<file path="src/rtl/ifu_prefetch.sv">
// Instruction fetch unit: owns the PC, issues word fetches over req/gnt/rvalid,
// buffers returned words with their PCs in an in-order queue for decode, and
// flushes/discards stale traffic on redirects from execute.
module ifu_prefetch #(
    parameter int unsigned          CPU_WIDTH = 32,
    parameter logic [CPU_WIDTH-1:0] RESET_PC  = '0,
    parameter int unsigned          DEPTH     = 2
) (
    input  logic                 clk,
    input  logic                 rst_n,
    output logic                 imem_req,
    output logic [CPU_WIDTH-1:0] imem_addr,
    input  logic                 imem_gnt,
    input  logic                 imem_rvalid,
    input  logic [CPU_WIDTH-1:0] imem_rdata,
    input  logic                 redir_valid,
    input  logic [CPU_WIDTH-1:0] redir_pc,
    output logic                 misalign_err,
    output logic                 inst_valid,
    output logic [CPU_WIDTH-1:0] inst,
    output logic [CPU_WIDTH-1:0] inst_pc,
    input  logic                 inst_ready
);

    localparam int unsigned PTR_W = $clog2(DEPTH);
    localparam int unsigned CNT_W = PTR_W + 1;
    localparam int unsigned SUM_W = CNT_W + 1;
    localparam logic [CPU_WIDTH-1:0] NOP     = CPU_WIDTH'(32'h0000_0013);
    localparam logic [CPU_WIDTH-1:0] PC_STEP = CPU_WIDTH'(4);

    typedef enum logic {BOOT, RUN} state_t;

    state_t               state;
    state_t               state_next;
    logic [CPU_WIDTH-1:0] fetch_pc;
    logic [CPU_WIDTH-1:0] resp_pc;
    logic [CPU_WIDTH-1:0] redir_aligned;
    logic [CNT_W-1:0]     q_count;
    logic [CNT_W-1:0]     outstanding;
    logic [CNT_W-1:0]     outstanding_next;
    logic [CNT_W-1:0]     discard_cnt;
    logic [PTR_W-1:0]     rd_ptr;
    logic [PTR_W-1:0]     wr_ptr;
    logic [CPU_WIDTH-1:0] q_inst [DEPTH];
    logic [CPU_WIDTH-1:0] q_pc   [DEPTH];
    logic                 fire;
    logic                 rsp;
    logic                 push;
    logic                 pop;

    assign imem_addr        = fetch_pc;
    assign fire             = imem_req && imem_gnt;
    // A response with nothing outstanding (e.g. left over from before reset) is ignored
    assign rsp              = imem_rvalid && (outstanding != '0);
    assign push             = rsp && (discard_cnt == '0) && !redir_valid;
    assign inst_valid       = (q_count != '0);
    assign pop              = inst_valid && inst_ready;
    assign inst             = inst_valid ? q_inst[rd_ptr] : NOP;
    assign inst_pc          = inst_valid ? q_pc[rd_ptr] : '0;
    assign redir_aligned    = {redir_pc[CPU_WIDTH-1:2], 2'b00};
    assign outstanding_next = outstanding + CNT_W'(fire) - CNT_W'(rsp);

    // State register
    always_ff @(posedge clk or negedge rst_n) begin
        if (!rst_n) begin
            state <= BOOT;
        end else begin
            state <= state_next;
        end
    end

    // Next state and credit-limited fetch request
    always_comb begin
        state_next = state;
        imem_req   = 1'b0;
        case (state)
            BOOT: state_next = RUN;
            RUN: imem_req = ((SUM_W'(q_count) + SUM_W'(outstanding)) < SUM_W'(DEPTH))
                            && !redir_valid;
            default: state_next = BOOT;
        endcase
    end

    // Fetch/response PCs, in-flight tracking and stale-response discard count
    always_ff @(posedge clk or negedge rst_n) begin
        if (!rst_n) begin
            fetch_pc     <= RESET_PC;
            resp_pc      <= RESET_PC;
            outstanding  <= '0;
            discard_cnt  <= '0;
            misalign_err <= 1'b0;
        end else begin
            misalign_err <= redir_valid && (redir_pc[1:0] != 2'b00);
            outstanding  <= outstanding_next;
            if (redir_valid) begin
                fetch_pc    <= redir_aligned;
                resp_pc     <= redir_aligned;
                discard_cnt <= outstanding_next;
            end else begin
                if (fire) begin
                    fetch_pc <= fetch_pc + PC_STEP;
                end
                if (rsp) begin
                    if (discard_cnt != '0) begin
                        discard_cnt <= discard_cnt - CNT_W'(1);
                    end else begin
                        resp_pc <= resp_pc + PC_STEP;
                    end
                end
            end
        end
    end

    // Queue pointers and occupancy; a redirect empties the queue
    always_ff @(posedge clk or negedge rst_n) begin
        if (!rst_n) begin
            rd_ptr  <= '0;
            wr_ptr  <= '0;
            q_count <= '0;
        end else if (redir_valid) begin
            rd_ptr  <= '0;
            wr_ptr  <= '0;
            q_count <= '0;
        end else begin
            if (push) begin
                wr_ptr <= wr_ptr + PTR_W'(1);
            end
            if (pop) begin
                rd_ptr <= rd_ptr + PTR_W'(1);
            end
            q_count <= q_count + CNT_W'(push) - CNT_W'(pop);
        end
    end

    // Queue storage; contents only matter while counted as occupied
    always_ff @(posedge clk) begin
        if (push) begin
            q_inst[wr_ptr] <= imem_rdata;
            q_pc[wr_ptr]   <= resp_pc;
        end
    end

    // The credit rule must keep the queue from overflowing
    a_no_overflow: assert property (@(posedge clk) disable iff (!rst_n)
                                    !(push && (q_count == CNT_W'(DEPTH))));

endmodule

</file>
<file path="config.mk">
export PLATFORM = sky130hd
export DESIGN_NAME = ifu_prefetch
export DESIGN_NICKNAME = d
export VERILOG_FILES = /design/src/rtl/ifu_prefetch.sv
export SDC_FILE = /design/constraint.sdc
export NUM_CORES = 1
export LEC_CHECK = 0
export ABC_AREA = 0
export ABC_CLOCK_PERIOD_IN_PS = 5900
export BUFFER_PORTS_ARGS = -buffer_cell sky130_fd_sc_hd__buf_2
export CORE_MARGIN = 3
export CORE_UTILIZATION = 35
export CTS_CLUSTER_SIZE = 12
export DETAILED_ROUTE_END_ITERATION = 8
export PLACE_DENSITY_LB_ADDON = 0.3
export SLEW_MARGIN = 25
export SYNTH_ARGS = -nofsm -noshare
export SYNTH_HDL_FRONTEND = slang
export SYNTH_SLANG_ARGS = --single-unit
</file>
<file path="constraint.sdc">
create_clock -name clk -period 5.9 [get_ports clk]
set_input_delay 0.885 -clock clk [delete_from_list [all_inputs] [get_ports clk]]
set_output_delay 0.885 -clock clk [all_outputs]
set_load 0.05 [all_outputs]
</file>
==> results.sh <==
export IMPL_start_util_pct=36.2
export IMPL_hold_viol_final=0
export IMPL_drc_errors=0
export IMPL_path_max_fanout=20
export IMPL_drive_gt1_share_pct=27.9
export IMPL_synthDistinctLibCells=49
export IMPL_async_flop_share_pct=36.1
export IMPL_maxSlewHeadroom_pct=35.9
export IMPL_wl_per_cell_um=17.1
export IMPL_fin_crit_sh_pct=56.2
export IMPL_ir_drop_v=0.000178
export IMPL_hold_buffers=0
export IMPL_post_place_cells=1137
export IMPL_overflow=0
export IMPL_ant_nets=0
export IMPL_clk_pin_slew_ns=0.08
export IMPL_worstSetupPathType="reg2reg"
export IMPL_critPathArrivalTime_ns=3.68
export IMPL_wl_um=20000
export IMPL_dp_hpwl_um=13900
export IMPL_ys_seq_elements=194
export IMPL_grt_pass1_wl_um=31400
export IMPL_endpoint_kind="register"
export IMPL_cts_tree="built"
export IMPL_drv_cap=0
export IMPL_final_cells=1169
export IMPL_grt_pass1_vias=5741
export IMPL_avgSynthCellArea_um2=12.8
export IMPL_n_antenna_cell=0
export IMPL_grt_max_degree=63
export IMPL_core_area_mm2=0.0238
export IMPL_drtIter0Drc=403
export IMPL_io_buffers=164
export IMPL_grt_usage_pct=15.1
export IMPL_die_h_um=163
export IMPL_globalplace_congestion=0.864
export IMPL_required_ns=6.26
export IMPL_synth_edf_count=124
export IMPL_status="complete, no violations"
export IMPL_setup_violations=0
export IMPL_rsz0062_at_grt="no"
export IMPL_area_growth_pct=20.4
export IMPL_hold_path_class="reg2reg"
export IMPL_cts_repair_resized=0
export IMPL_rows=56
export IMPL_synth_yosys_seq_area_share_pct=63.4
export IMPL_power_leakage_uw=0.00399
export IMPL_clock_sinks=194
export IMPL_die_x_um=163
export IMPL_vias=5876
export IMPL_cts_max_level=4
export IMPL_tightest_slew_ns=0.952
export IMPL_yosys_warnings=0
export IMPL_final_common_cell="buf_2"
export IMPL_layout_common_cells="buf_2, edfxtp_1, nor2_1"
export IMPL_ys_flop_type="edfxtp_1"
export IMPL_clk_latency_ns=0.43
export IMPL_p_per_area_mw_per_mm2=400
export IMPL_clk_path_buf_depth=2
export IMPL_synth_area_mm2=0.00863
export IMPL_vias_per_cell=5.03
export IMPL_dieArea_mm2=0.0266
export IMPL_root_buffer="clkbuf_16"
export IMPL_power_uw=4160
export IMPL_io_pins=169
export IMPL_fillers=2269
export IMPL_post_cts_setup_buffer_count=0
export IMPL_maxSlewViolCount=0
export IMPL_numCtsBuffers=17
export IMPL_fin_setup_tns_ns=0
export IMPL_cp_start_kind="register"
export IMPL_pre_cts_ws_ns=2.23
export IMPL_firstDrtPassIters=4
export IMPL_num_nets_final=915
export IMPL_min_period_ns=3.32
export IMPL_fin_skew_ns=0.0134
export IMPL_antenna_found_initial=0
export IMPL_worst_slack_ns=2.58
export IMPL_netlist_instances=676
export IMPL_max_freq_mhz=301
==> stage by stage <==
stage                     hold WS [ns]  cell area (um2)  utilization [%]
final                            0.502            10400             43.6
after global routing             0.529            10400             43.6
after CTS                        0.512            10400             43.6
after detailed placement         0.500             9790             41.1
after global placement           0.494             9770             41.0
after floorplan                  0.462             8640                -
==> cells in the mapped netlist, types with 17 or more instances <==
cell,count,area [um2]
clkbuf_1,19,71.3
xor2_1,18,158
nand2_1,54,203
nand3_1,25,125
nor2_1,79,297
inv_1,17,63.8
dfrtp_1,70,1750
edfxtp_1,124,3720
mux2i_1,64,641
xnor2_1,30,263
nand4_1,20,125
mux2_2,20,225
==> worst paths after layout <==
check | from | end | slack [ns] | cells after the start
setup / recovery | outstanding[0] | discard_cnt[1] | 2.58 | 12
hold / removal | resp_pc[28] | q_pc[0][28] | 0.50 | 0
setup reg to reg | outstanding[0] | discard_cnt[1] | 2.58 | 12
hold reg to reg | resp_pc[28] | q_pc[0][28] | 0.50 | 0
max in group asynchronous | rst_n | rd_ptr | 4.33 | 2
min in group asynchronous | rst_n | imem_addr[11] | 0.54 | 1
==> sequential cells by signal, summed over array words and instances, names as in the netlist <==
signal        flops
rd_ptr            1
resp_pc          30
q_pc             60
misalign_err      1
outstanding       2
discard_cnt       2
state             1
wr_ptr            1
imem_addr        30
q_count           2
q_inst           64
==> kinds of logic after synthesis <==
kind of cell | share of synthesized area, %
buffers and inverters | 2.61
other | 0.0870
AND/OR/NAND/NOR | 13.2
XOR/XNOR | 4.87
adder cells (fa/ha/maj) | 1.25
AO/OA/AOI/OAI | 4.57
flip-flops | 63.4
multiplexers | 10.0
==> worst max-delay path, stage by stage (launching register included) <==
cell and delay [ns]:
dfrtp_1 0.42, and2_1 0.18, fa_1 0.45, nor4b_2 0.33
and2_1 0.51, inv_2 0.30, ha_1 0.36, inv_1 0.04
ha_1 0.18, xnor2_1 0.16, xnor2_1 0.15, nand2_1 0.07
nand2_1 0.09
==> report_power, final <==
group / leakage (uW) / internal, uW / switching (uW)
sequential: 0.00196 / 1600 / 166
clock: 0.000284 / 637 / 522
combinational: 0.00175 / 365 / 867
total: 0.00399 / 2600 / 1550
==> per-layer routing <==
| metal | share of wire (%) | up-vias | global-route usage [%] |
|---|---|---|---|
| met5 | 0 | - | 0 |
| met4 | 0.72 | 0 | 3.27 |
| met3 | 6.9 | 16 | 3.32 |
| met2 | 44 | 249 | 22.8 |
| met1 | 48 | 2832 | 22.5 |
| li1 | - | 2779 | - |
==> final cells by class <==
type                            instances  area (um2)  share of cell area (%)
Clock buffer                           17         425                    4.09
Clock inverter                         15         180                    1.73
Inverter                               18        67.6                   0.650
Multi-Input combinational cell        435        2960                    28.5
Sequential cell                       194        5480                    52.7
Tap cell                              319         399                    3.84
Timing Repair Buffer                  171         886                    8.52
No activity file was read; power rests on OpenSTA's default activity.
